## config.mk

```make
export PLATFORM = sky130hd
export DESIGN_NAME = dram_write_packer_flat
export DESIGN_NICKNAME = d
export VERILOG_FILES = /design/src/rtl/dram_write_packer_if.sv /design/src/rtl/dram_write_packer.sv /design/src/flat_wrapper.sv
export SDC_FILE = /design/constraint.sdc
export NUM_CORES = 2
export LEC_CHECK = 0
export CAP_MARGIN = 20
export CORE_UTILIZATION = 48
export CTS_CLUSTER_DIAMETER = 60
export DETAILED_ROUTE_END_ITERATION = 12
export GPL_TIMING_DRIVEN = 0
export PLACE_DENSITY = 0.65
export SLEW_MARGIN = 25
export SYNTH_ARGS = -nofsm -noshare
export SYNTH_HDL_FRONTEND = slang
export SYNTH_SLANG_ARGS = --single-unit
```

## constraint.sdc

```tcl
create_clock -name ACLK -period 7.2 [get_ports ACLK]
set_input_delay 0.72 -clock ACLK [delete_from_list [all_inputs] [get_ports ACLK]]
set_output_delay 0.72 -clock ACLK [all_outputs]
set_load 0.005 [all_outputs]
```

## src/rtl/dram_write_packer_if.sv

```systemverilog
// Handshake bundle between the pipeline/Conf side and dram_write_packer.
// master: the side driving config, input beats and OUT_READY.
// slave : the packer itself.
// Optional macro PACKER_STATS_EN adds the STALL_CNT statistic.
interface dram_write_packer_if;
    logic        CONFIG_VALID;
    logic        CONFIG_READY;
    logic [31:0] CONFIG_NBYTES;
    logic        IN_VALID;
    logic        IN_READY;
    logic [63:0] IN_DATA;
    logic        OUT_VALID;
    logic        OUT_READY;
    logic [63:0] OUT_DATA;
    logic        DONE;
    logic [15:0] DROP_CNT;
`ifdef PACKER_STATS_EN
    logic [31:0] STALL_CNT;

    modport master (
        output CONFIG_VALID, CONFIG_NBYTES, IN_VALID, IN_DATA, OUT_READY,
        input  CONFIG_READY, IN_READY, OUT_VALID, OUT_DATA, DONE, DROP_CNT, STALL_CNT
    );
    modport slave (
        input  CONFIG_VALID, CONFIG_NBYTES, IN_VALID, IN_DATA, OUT_READY,
        output CONFIG_READY, IN_READY, OUT_VALID, OUT_DATA, DONE, DROP_CNT, STALL_CNT
    );
`else
    modport master (
        output CONFIG_VALID, CONFIG_NBYTES, IN_VALID, IN_DATA, OUT_READY,
        input  CONFIG_READY, IN_READY, OUT_VALID, OUT_DATA, DONE, DROP_CNT
    );
    modport slave (
        input  CONFIG_VALID, CONFIG_NBYTES, IN_VALID, IN_DATA, OUT_READY,
        output CONFIG_READY, IN_READY, OUT_VALID, OUT_DATA, DONE, DROP_CNT
    );
`endif
endinterface

```

## src/rtl/dram_write_packer.sv

```systemverilog
// dram_write_packer: beat FIFO plus byte-count framer in front of DRAMWriter.
// Takes ceil(NBYTES/8) beats per frame, drops excess input, zero-pads the
// tail to a whole number of BURST_BEATS bursts and pulses DONE at frame end.
// Optional macro PACKER_STATS_EN adds a saturating output-stall counter.
module dram_write_packer #(
    parameter int DATA_W      = 64,
    parameter int DEPTH       = 16,
    parameter int BURST_BEATS = 16
) (
    input logic               ACLK,
    input logic               ARESETN,
    dram_write_packer_if.slave bus
);
    localparam int          AW         = $clog2(DEPTH);
    localparam logic [29:0] BURST_MASK = 30'(BURST_BEATS - 1);

    typedef enum logic [2:0] {
        S_IDLE   = 3'd0,
        S_STREAM = 3'd1,
        S_PAD    = 3'd2,
        S_DRAIN  = 3'd3,
        S_DONE   = 3'd4
    } state_t;

    // Number of 8-byte beats needed to hold nbytes; 33-bit sum so 2^32-1 cannot wrap.
    function automatic logic [29:0] calc_beats(input logic [31:0] nbytes);
        return 30'(({1'b0, nbytes} + 33'd7) >> 3);
    endfunction

    // Beat count rounded up to the burst granule.
    function automatic logic [29:0] calc_total(input logic [29:0] beats);
        return (beats + BURST_MASK) & ~BURST_MASK;
    endfunction

    state_t            state_r, state_s;
    logic [DATA_W-1:0] mem_r [DEPTH];
    logic [AW:0]       wr_ptr_r, rd_ptr_r;
    logic [29:0]       beats_r, total_r, wr_cnt_r, rd_cnt_r;
    logic [15:0]       drop_cnt_r;
    logic [29:0]       cfg_beats_s;

    logic              full_s, empty_s, push_s, pop_s, drop_s, cfg_acc_s, in_ready_s;
    logic [DATA_W-1:0] push_data_s;

    assign full_s      = (wr_ptr_r[AW] != rd_ptr_r[AW]) && (wr_ptr_r[AW-1:0] == rd_ptr_r[AW-1:0]);
    assign empty_s     = (wr_ptr_r == rd_ptr_r);
    assign pop_s       = !empty_s && bus.OUT_READY;
    assign cfg_beats_s = calc_beats(bus.CONFIG_NBYTES);

    // Next-state and per-cycle control decode of the frame FSM.
    always_comb begin
        state_s     = state_r;
        push_s      = 1'b0;
        push_data_s = {DATA_W{1'b0}};
        drop_s      = 1'b0;
        cfg_acc_s   = 1'b0;
        in_ready_s  = 1'b0;
        case (state_r)
            S_IDLE: begin
                if (bus.CONFIG_VALID) begin
                    cfg_acc_s = 1'b1;
                    if (cfg_beats_s == 30'd0) begin
                        state_s = S_DONE;
                    end else begin
                        state_s = S_STREAM;
                    end
                end else begin
                    state_s = S_IDLE;
                end
            end
            S_STREAM: begin
                in_ready_s  = !full_s;
                push_s      = bus.IN_VALID && !full_s;
                push_data_s = bus.IN_DATA;
                if (push_s && ((wr_cnt_r + 30'd1) == beats_r)) begin
                    state_s = (total_r > beats_r) ? S_PAD : S_DRAIN;
                end else begin
                    state_s = S_STREAM;
                end
            end
            S_PAD: begin
                in_ready_s = 1'b1;
                drop_s     = bus.IN_VALID;
                push_s     = !full_s;
                if (push_s && ((wr_cnt_r + 30'd1) == total_r)) begin
                    state_s = S_DRAIN;
                end else begin
                    state_s = S_PAD;
                end
            end
            S_DRAIN: begin
                in_ready_s = 1'b1;
                drop_s     = bus.IN_VALID;
                if ((rd_cnt_r == total_r) && empty_s) begin
                    state_s = S_DONE;
                end else begin
                    state_s = S_DRAIN;
                end
            end
            S_DONE: begin
                state_s = S_IDLE;
            end
            default: begin
                state_s = S_IDLE;
            end
        endcase
    end

    // FSM state register.
    always_ff @(posedge ACLK or negedge ARESETN) begin
        if (!ARESETN) begin
            state_r <= S_IDLE;
        end else begin
            state_r <= state_s;
        end
    end

    // FIFO storage; contents are only visible through the empty-gated read port.
    always_ff @(posedge ACLK) begin
        if (push_s) begin
            mem_r[wr_ptr_r[AW-1:0]] <= push_data_s;
        end
    end

    // FIFO pointers with an extra wrap bit to tell full from empty.
    always_ff @(posedge ACLK or negedge ARESETN) begin
        if (!ARESETN) begin
            wr_ptr_r <= '0;
            rd_ptr_r <= '0;
        end else begin
            if (push_s) begin
                wr_ptr_r <= wr_ptr_r + {{AW{1'b0}}, 1'b1};
            end
            if (pop_s) begin
                rd_ptr_r <= rd_ptr_r + {{AW{1'b0}}, 1'b1};
            end
        end
    end

    // Frame length latch and beat counters, restarted on each accepted config.
    always_ff @(posedge ACLK or negedge ARESETN) begin
        if (!ARESETN) begin
            beats_r  <= 30'd0;
            total_r  <= 30'd0;
            wr_cnt_r <= 30'd0;
            rd_cnt_r <= 30'd0;
        end else if (cfg_acc_s) begin
            beats_r  <= cfg_beats_s;
            total_r  <= calc_total(cfg_beats_s);
            wr_cnt_r <= 30'd0;
            rd_cnt_r <= 30'd0;
        end else begin
            if (push_s) begin
                wr_cnt_r <= wr_cnt_r + 30'd1;
            end
            if (pop_s) begin
                rd_cnt_r <= rd_cnt_r + 30'd1;
            end
        end
    end

    // Saturating count of excess input beats discarded in the current frame.
    always_ff @(posedge ACLK or negedge ARESETN) begin
        if (!ARESETN) begin
            drop_cnt_r <= 16'd0;
        end else if (cfg_acc_s) begin
            drop_cnt_r <= 16'd0;
        end else if (drop_s && (drop_cnt_r != 16'hFFFF)) begin
            drop_cnt_r <= drop_cnt_r + 16'd1;
        end
    end

`ifdef PACKER_STATS_EN
    logic [31:0] stall_cnt_r;

    // Saturating count of cycles where DRAMWriter back-pressures a valid beat.
    always_ff @(posedge ACLK or negedge ARESETN) begin
        if (!ARESETN) begin
            stall_cnt_r <= 32'd0;
        end else if (cfg_acc_s) begin
            stall_cnt_r <= 32'd0;
        end else if (!empty_s && !bus.OUT_READY && (stall_cnt_r != 32'hFFFF_FFFF)) begin
            stall_cnt_r <= stall_cnt_r + 32'd1;
        end
    end

    assign bus.STALL_CNT = stall_cnt_r;
`endif

    assign bus.CONFIG_READY = (state_r == S_IDLE);
    assign bus.IN_READY     = in_ready_s;
    assign bus.OUT_VALID    = !empty_s;
    assign bus.OUT_DATA     = empty_s ? {DATA_W{1'b0}} : mem_r[rd_ptr_r[AW-1:0]];
    assign bus.DONE         = (state_r == S_DONE);
    assign bus.DROP_CNT     = drop_cnt_r;

endmodule
```

## src/flat_wrapper.sv

```systemverilog
// flat-port wrapper written by rule: the top's interface ports become plain ports
module dram_write_packer_flat 
#(
    parameter int DATA_W      = 64,
    parameter int DEPTH       = 16,
    parameter int BURST_BEATS = 16
)
  (ACLK, ARESETN, bus_CONFIG_VALID, bus_CONFIG_NBYTES, bus_IN_VALID, bus_IN_DATA, bus_OUT_READY, bus_CONFIG_READY, bus_IN_READY, bus_OUT_VALID, bus_OUT_DATA, bus_DONE, bus_DROP_CNT);
  dram_write_packer_if bus_i ();
  input logic ACLK;
  input logic ARESETN;
  input wire logic [$bits(bus_i.CONFIG_VALID)-1:0] bus_CONFIG_VALID;
  input wire logic [$bits(bus_i.CONFIG_NBYTES)-1:0] bus_CONFIG_NBYTES;
  input wire logic [$bits(bus_i.IN_VALID)-1:0] bus_IN_VALID;
  input wire logic [$bits(bus_i.IN_DATA)-1:0] bus_IN_DATA;
  input wire logic [$bits(bus_i.OUT_READY)-1:0] bus_OUT_READY;
  output wire logic [$bits(bus_i.CONFIG_READY)-1:0] bus_CONFIG_READY;
  output wire logic [$bits(bus_i.IN_READY)-1:0] bus_IN_READY;
  output wire logic [$bits(bus_i.OUT_VALID)-1:0] bus_OUT_VALID;
  output wire logic [$bits(bus_i.OUT_DATA)-1:0] bus_OUT_DATA;
  output wire logic [$bits(bus_i.DONE)-1:0] bus_DONE;
  output wire logic [$bits(bus_i.DROP_CNT)-1:0] bus_DROP_CNT;
  assign bus_i.CONFIG_VALID = bus_CONFIG_VALID;
  assign bus_i.CONFIG_NBYTES = bus_CONFIG_NBYTES;
  assign bus_i.IN_VALID = bus_IN_VALID;
  assign bus_i.IN_DATA = bus_IN_DATA;
  assign bus_i.OUT_READY = bus_OUT_READY;
  assign bus_CONFIG_READY = bus_i.CONFIG_READY;
  assign bus_IN_READY = bus_i.IN_READY;
  assign bus_OUT_VALID = bus_i.OUT_VALID;
  assign bus_OUT_DATA = bus_i.OUT_DATA;
  assign bus_DONE = bus_i.DONE;
  assign bus_DROP_CNT = bus_i.DROP_CNT;
  dram_write_packer #(.DATA_W(DATA_W), .DEPTH(DEPTH), .BURST_BEATS(BURST_BEATS)) u_core (.ACLK(ACLK), .ARESETN(ARESETN), .bus(bus_i));
endmodule
```

* Word-level counts from Yosys, hierarchy flattened
Memories as Yosys holds them, arrays and structs flattened. Index checks and enable logic that the tools add are counted. W data, S select, Z words.
Word-level totals: register bits after elaboration 145, memory bits (writable) 1024, bits of input ports 101, output and inout bits 84, word-level logic and storage cells 65, memories kept 1
Cells by class: $add $sub $neg 7, $lt $le $gt $ge 1, eq/ne operators 11, multiplexer cells 22, reduce and logical (&&, ||, !) cells 15
Memory list:
- u_core.mem_r | depth 16, width 64, rd ports 1, clocked after Yosys merged registers in 0, wr ports 1, RTL line dram_write_packer.sv:36 | logic [DATA_W-1:0] mem_r [DEPTH];
Operators with widths (count):
- $mux W64 | 2
- $mux W30 | 4
- $eq A30 B30 Y1 | 3
- $add A30 B1 Y30 const B | 2
- $add A32 B3 Y33 const B | 1
- $mux W16 | 2
- $add A30 B4 Y30 const B | 1
- $gt A30 B30 Y1 | 1
- $logic_not A30 Y1 | 1
- $add A16 B1 Y16 const B | 1
- $ne A16 B16 Y1 const B | 1
- $mux W3 | 4
- $pmux W3 S4 | 1
- $add A5 B1 Y5 const B | 2
- $logic_and A1 B1 Y1 | 7
- $mux W1 | 7
- $eq A3 B2 Y1 const B | 2
- $reduce_bool A2 Y1 | 3
- $eq A5 B5 Y1 | 1
- $eq A4 B4 Y1 | 1
- $pmux W1 S2 | 2
- $eq A3 B1 Y1 const B | 1
- $eq A3 B3 Y1 const B | 1
- $logic_not A3 Y1 | 1
- other kinds (3) | 4

* Longest topological paths before layout
depth after elaboration 7, mapped depth 13, depth with buffers taken out 10

* Least setup slack after synthesis
OpenSTA, ideal clock, no wires.
path kind input to register, start input port bus_IN_VALID, end memory u_core.mem_r[1][0], enable pin, library setup time 0.565 ns, arrival time 6.156 ns, data required time 6.635 ns, setup slack 0.480 ns, cell stages on the path 6, path buffers 1, path through nand2_1 a21oi_1 and2_0 clkbuf_1 nand2_1 nor3_1
Between the ends: cells in the longest elaborated chain, start to end 4
Ends and longest elaborated chain:
- start, declared | RTL line flat_wrapper.sv:14 | input wire logic [$bits(bus_i.IN_VALID)-1:0] bus_IN_VALID;
- $logic_and A1 B1 Y1 | RTL line dram_write_packer.sv:73 | push_s = bus.IN_VALID && !full_s;
- $pmux W1 S2 | RTL line dram_write_packer.sv:58 | case (state_r)
- $mux W1 | RTL line dram_write_packer.sv:120 | if (push_s) begin
- $mux W1 (not written as such) | RTL line dram_write_packer.sv:121 | mem_r[wr_ptr_r[AW-1:0]] <= push_data_s;
- end, declared | RTL line dram_write_packer.sv:36
Every way passes these cells.

* Final worst setup path
start register u_core.rd_ptr_r[0], end output port bus_OUT_DATA[14]
Between the ends: cells in the longest elaborated chain, start to end 2, elaborated cells between the ends (all ways) 3, classes of those cells eq/ne (1); mux (1); memory (1)
Ends and longest elaborated chain:
- start, declared | RTL line dram_write_packer.sv:37 | logic [AW:0] wr_ptr_r, rd_ptr_r;
- start signal, assigned | RTL line dram_write_packer.sv:135 | rd_ptr_r <= rd_ptr_r + {{AW{1'b0}}, 1'b1};
- $mem_v2 Z16 W64 / $eq A5 B5 Y1 (equally long branches)
- $mux W64 (*) | RTL line dram_write_packer.sv:193 | assign bus.OUT_DATA = empty_s ? {DATA_W{1'b0}} : mem_r[rd_ptr_r[AW-1:0]];
- end, declared | RTL line flat_wrapper.sv:20 | output wire logic [$bits(bus_i.OUT_DATA)-1:0] bus_OUT_DATA;
Mark *: on every way between the ends. The rest lies on a longest branch, timed or not.

==> flow_summary.json <==
{
  "status": "completed",
  "worst-path-buf-inv": 4,
  "antenna_found_initial": 4,
  "ys.flop_type": "edfxtp_1",
  "max_slew.worst_pin.slew_ns": 1.14,
  "finalSetupViolCount": 0,
  "criticalPathCategory": "reg -> out",
  "nNetsFinal": 3350,
  "row_count": 117,
  "ys_warn_count": 0,
  "whs_ns": 0.468,
  "clock-root-buffer": "clkbuf_16",
  "period_share": 0.774,
  "r2r_slack_ns": 2.08,
  "max_stage_delay_ns": 0.80,
  "drtAntennaViolNets": 0,
  "initial_utilization": 0.486,
  "wirelength_um": 136000,
  "grt_pass1_vias": 29200,
  "htree_levels": 3,
  "n_fill_cell": 7751,
  "syn_area_per_cell_um2": 17.6,
  "critical-path-top-delay-family": "buffers and inverters",
  "layout_setup_ws_ns": 1.63,
  "vdd_drop_max_mv": 0.253,
  "relSlewSlack": 0.242,
  "grt_pass1_wl_um": 198000,
  "layout-drive-gt1-share": 0.204,
  "dp_hpwl_um": 92900,
  "wl_per_cell_um": 29.1,
  "grt-ovfl-total": 0,
  "worstPathMaxFanout": 10,
  "dieArea_um2": 105000,
  "cts_tree": "done",
  "via_per_inst": 6.04,
  "grt_usage": 0.264,
  "vias": 28300,
  "drtIter0Drc": 2870,
  "synth_edf_count": 1024,
  "period_needed_ns": 5.57,
  "core_um2": 102000,
  "path_clk_slew_ns": 0.07,
  "hp-class": "in -> reg",
  "hold_viol": 0,
  "cap_violations": 0,
  "grt_max_degree": 86,
  "cp_cell_sequence": "clkbuf_1 > clkbuf_1 > buf_1 > mux4_2 > mux4_2 > nor2b_1 > clkdlybuf4s50_1",
  "final_max_slew_viol_count": 0,
  "seq_area_frac_synth": 0.693,
  "critPathSlowestCell": "buf_1",
  "syn_area_um2": 49600,
  "postSynthCellCount": 2822,
  "drc_errors": 0,
  "cp.required_ns": 6.48,
  "pre_cts_ws_ns": 1.46,
  "worst-endpoint-arrival_ns": 4.85,
  "startpoint_type": "flop",
  "cts_resized": 0,
  "dr.pass1.iters": 5,
  "cts_made_buffers": 120,
  "critPathCaptureType": "output pin",
  "clock_path_buffers": 3,
  "final_area_um2": 58800,
  "io_pins": 185,
  "synth_fp_nets": 2959,
  "power.leakage_uw": 0.0197,
  "clk_latency_ns": 0.74,
  "async_flop_share": 0.124,
  "ys_types": 74,
  "syn_to_final_growth_pct": 18.6,
  "fmax_ghz": 0.179,
  "placed_cell_area_um2": 54900,
  "rsz0062_at_grt": "false",
  "p_total_uw": 22000,
  "gp_congestion": 0.911,
  "clock_skew_ns": 0.0587,
  "post_cts_buffers": 0,
  "chipHeight_um": 324,
  "yosys_register_bits": 1169,
  "cts_sinks": 1169,
  "io_buffers": 167,
  "dieWidth_um": 324,
  "powerDensity_nw_per_um2": 373
}
==> cell type report <==
| type | instances | area [µm²] | share of cell area |
|---|---|---|---|
| clock inverter | 65 | 696 | 0.0118 |
| antenna | 4 | 10.0 | 0.000170 |
| buffer | 166 | 702 | 0.0119 |
| clock buffer | 156 | 3190 | 0.0542 |
| timing repair buffer | 269 | 3450 | 0.0586 |
| inverter | 43 | 161 | 0.00274 |
| multi-input combinational | 1444 | 14500 | 0.247 |
| sequential | 1169 | 34400 | 0.584 |
| tap | 1368 | 1710 | 0.0291 |
==> metrics by stage <==
| stage | std cells | utilization | TNS [ns] |
|---|---|---|---|
| 4_1_cts | 4680 | 0.576 | 0 |
| 6_report | 4684 | 0.576 | 0 |
| 5_1_grt | 4680 | 0.576 | 0 |
| 3_5_place_dp | 4458 | 0.538 | 0 |
| 2_1_floorplan | 2822 | - | 0 |
| 3_3_place_gp | 4357 | 0.519 | -4451.31 |
==> placed cells by master (no fill, tap or decap), types with 18 or more instances in the layout <==
cell	Yosys	final
edfxtp_1	1024	1024
mux4_2	320	320
clkdlybuf4s50_1	0	166
nand2_1	148	148
dfrtp_1	145	145
clkbuf_1	121	140
clkbuf_16	0	120
o21ai_0	107	107
nor2_1	115	103
xor2_1	98	98
xnor2_1	90	90
and2_1	76	76
nor2b_1	73	73
nand3_1	62	62
nand4_1	53	53
buf_4	5	47
inv_1	43	43
buf_16	0	42
ha_1	36	36
and3_1	33	33
a21oi_1	33	32
buf_2	13	28
clkinv_1	0	27
o31ai_1	25	25
clkbuf_2	4	21
nor4_1	19	18
==> final timing paths <==
| kind | startpoint | endpoint | cells past startpoint |
|---|---|---|---|
| worst max-delay path | u_core.rd_ptr_r[0]$_DFFE_PN0P_ | bus_OUT_DATA[14] | 7 |
| worst min-delay path | bus_CONFIG_NBYTES[10] | u_core.total_r[7]$_DFFE_PN0P_ | 3 |
| worst max register to register | u_core.rd_ptr_r[0]$_DFFE_PN0P_ | u_core.mem_r[1][37]$_DFFE_PP_ | 12 |
| worst min register to register | u_core.wr_ptr_r[4]$_DFFE_PN0P_ | u_core.wr_ptr_r[4]$_DFFE_PN0P_ | 1 |
| max in group asynchronous | ARESETN | u_core.wr_cnt_r[24]$_DFFE_PN0P_ | 3 |
| min in group asynchronous | ARESETN | u_core.total_r[10]$_DFFE_PN0P_ | 2 |
==> synth_stat cells (4+ instances only) <==
cell      number  area, µm²
edfxtp_1    1024      30700
mux4_2       320       7210
nand2_1      148        556
dfrtp_1      145       3630
clkbuf_1     121        454
nor2_1       115        432
o21ai_0      107        536
xor2_1        98        858
xnor2_1       90        788
and2_1        76        475
nor2b_1       73        457
nand3_1       62        310
nand4_1       53        332
inv_1         43        161
ha_1          36        450
a21oi_1       33        165
and3_1        33        206
o31ai_1       25        188
buf_1         23       86.3
nor3_1        21        105
nor4_1        19        119
buf_2         13       65.1
and4_1        10       87.6
or3_1          9       56.3
nand2b_1       8       50.1
or4_1          6       45.0
a211oi_1       5       37.5
a31oi_1        5       31.3
buf_4          5       37.5
mux2i_1        5       50.1
nand4b_1       5       43.8
o32ai_1        5       43.8
clkbuf_2       4       20.0
nor4_4         4       85.1
o211ai_1       4       30.0
o21a_1         4       30.0
or2_2          4       25.0
==> power by group <==
group	internal [µW]	switching (µW)	total, µW
Combinational	3620	3710	7330
Clock	3490	2630	6120
Sequential	8140	371	8510
==> layer usage <==
| layer | up-vias | track usage | share of wire |
|---|---|---|---|
| li1 | 12000 | - | - |
| met1 | 14800 | 0.356 | 0.40 |
| met2 | 1207 | 0.435 | 0.50 |
| met3 | 248 | 0.0463 | 0.071 |
| met4 | 4 | 0.0920 | 0.033 |
| met5 | - | 0 | 0.00020 |
==> state kept, by name, indices dropped and copies added, names as in the netlist <==
name                 cells
u_core.mem_r          1024
u_core.beats_r          30
u_core.rd_cnt_r         30
u_core.wr_cnt_r         30
u_core.total_r          26
u_core.bus.DROP_CNT     16
u_core.rd_ptr_r          5
u_core.wr_ptr_r          5
u_core.state_r           3
==> repair_timing <==
| action | 4_1_cts | 5_1_grt |
|---|---|---|
| endpoints found under the hold margin | 60 | 0 |
| endpoints found under the setup margin | 0 | 0 |
| hold buffers | 1 | 0 |
==> tightest hold or removal path: stages <==
cell and delay (ns):
buf_2 0.18, xor2_1 0.10, o21ai_0 0.13
==> cell families (layout without fill, tap and decap cells) <==
group / count (synthesis) / count (layout) / synth area share
compound gates: 230 / 230 / 0.0290
mux: 327 / 327 / 0.147
other cells: 0 / 4 / 0
simple gates: 660 / 660 / 0.0713
fa+ha+maj: 36 / 36 / 0.00908
flops: 1169 / 1169 / 0.693
buf+inv: 209 / 699 / 0.0166
xor+xnor: 191 / 191 / 0.0345
(Power assumes the default switching activity.)
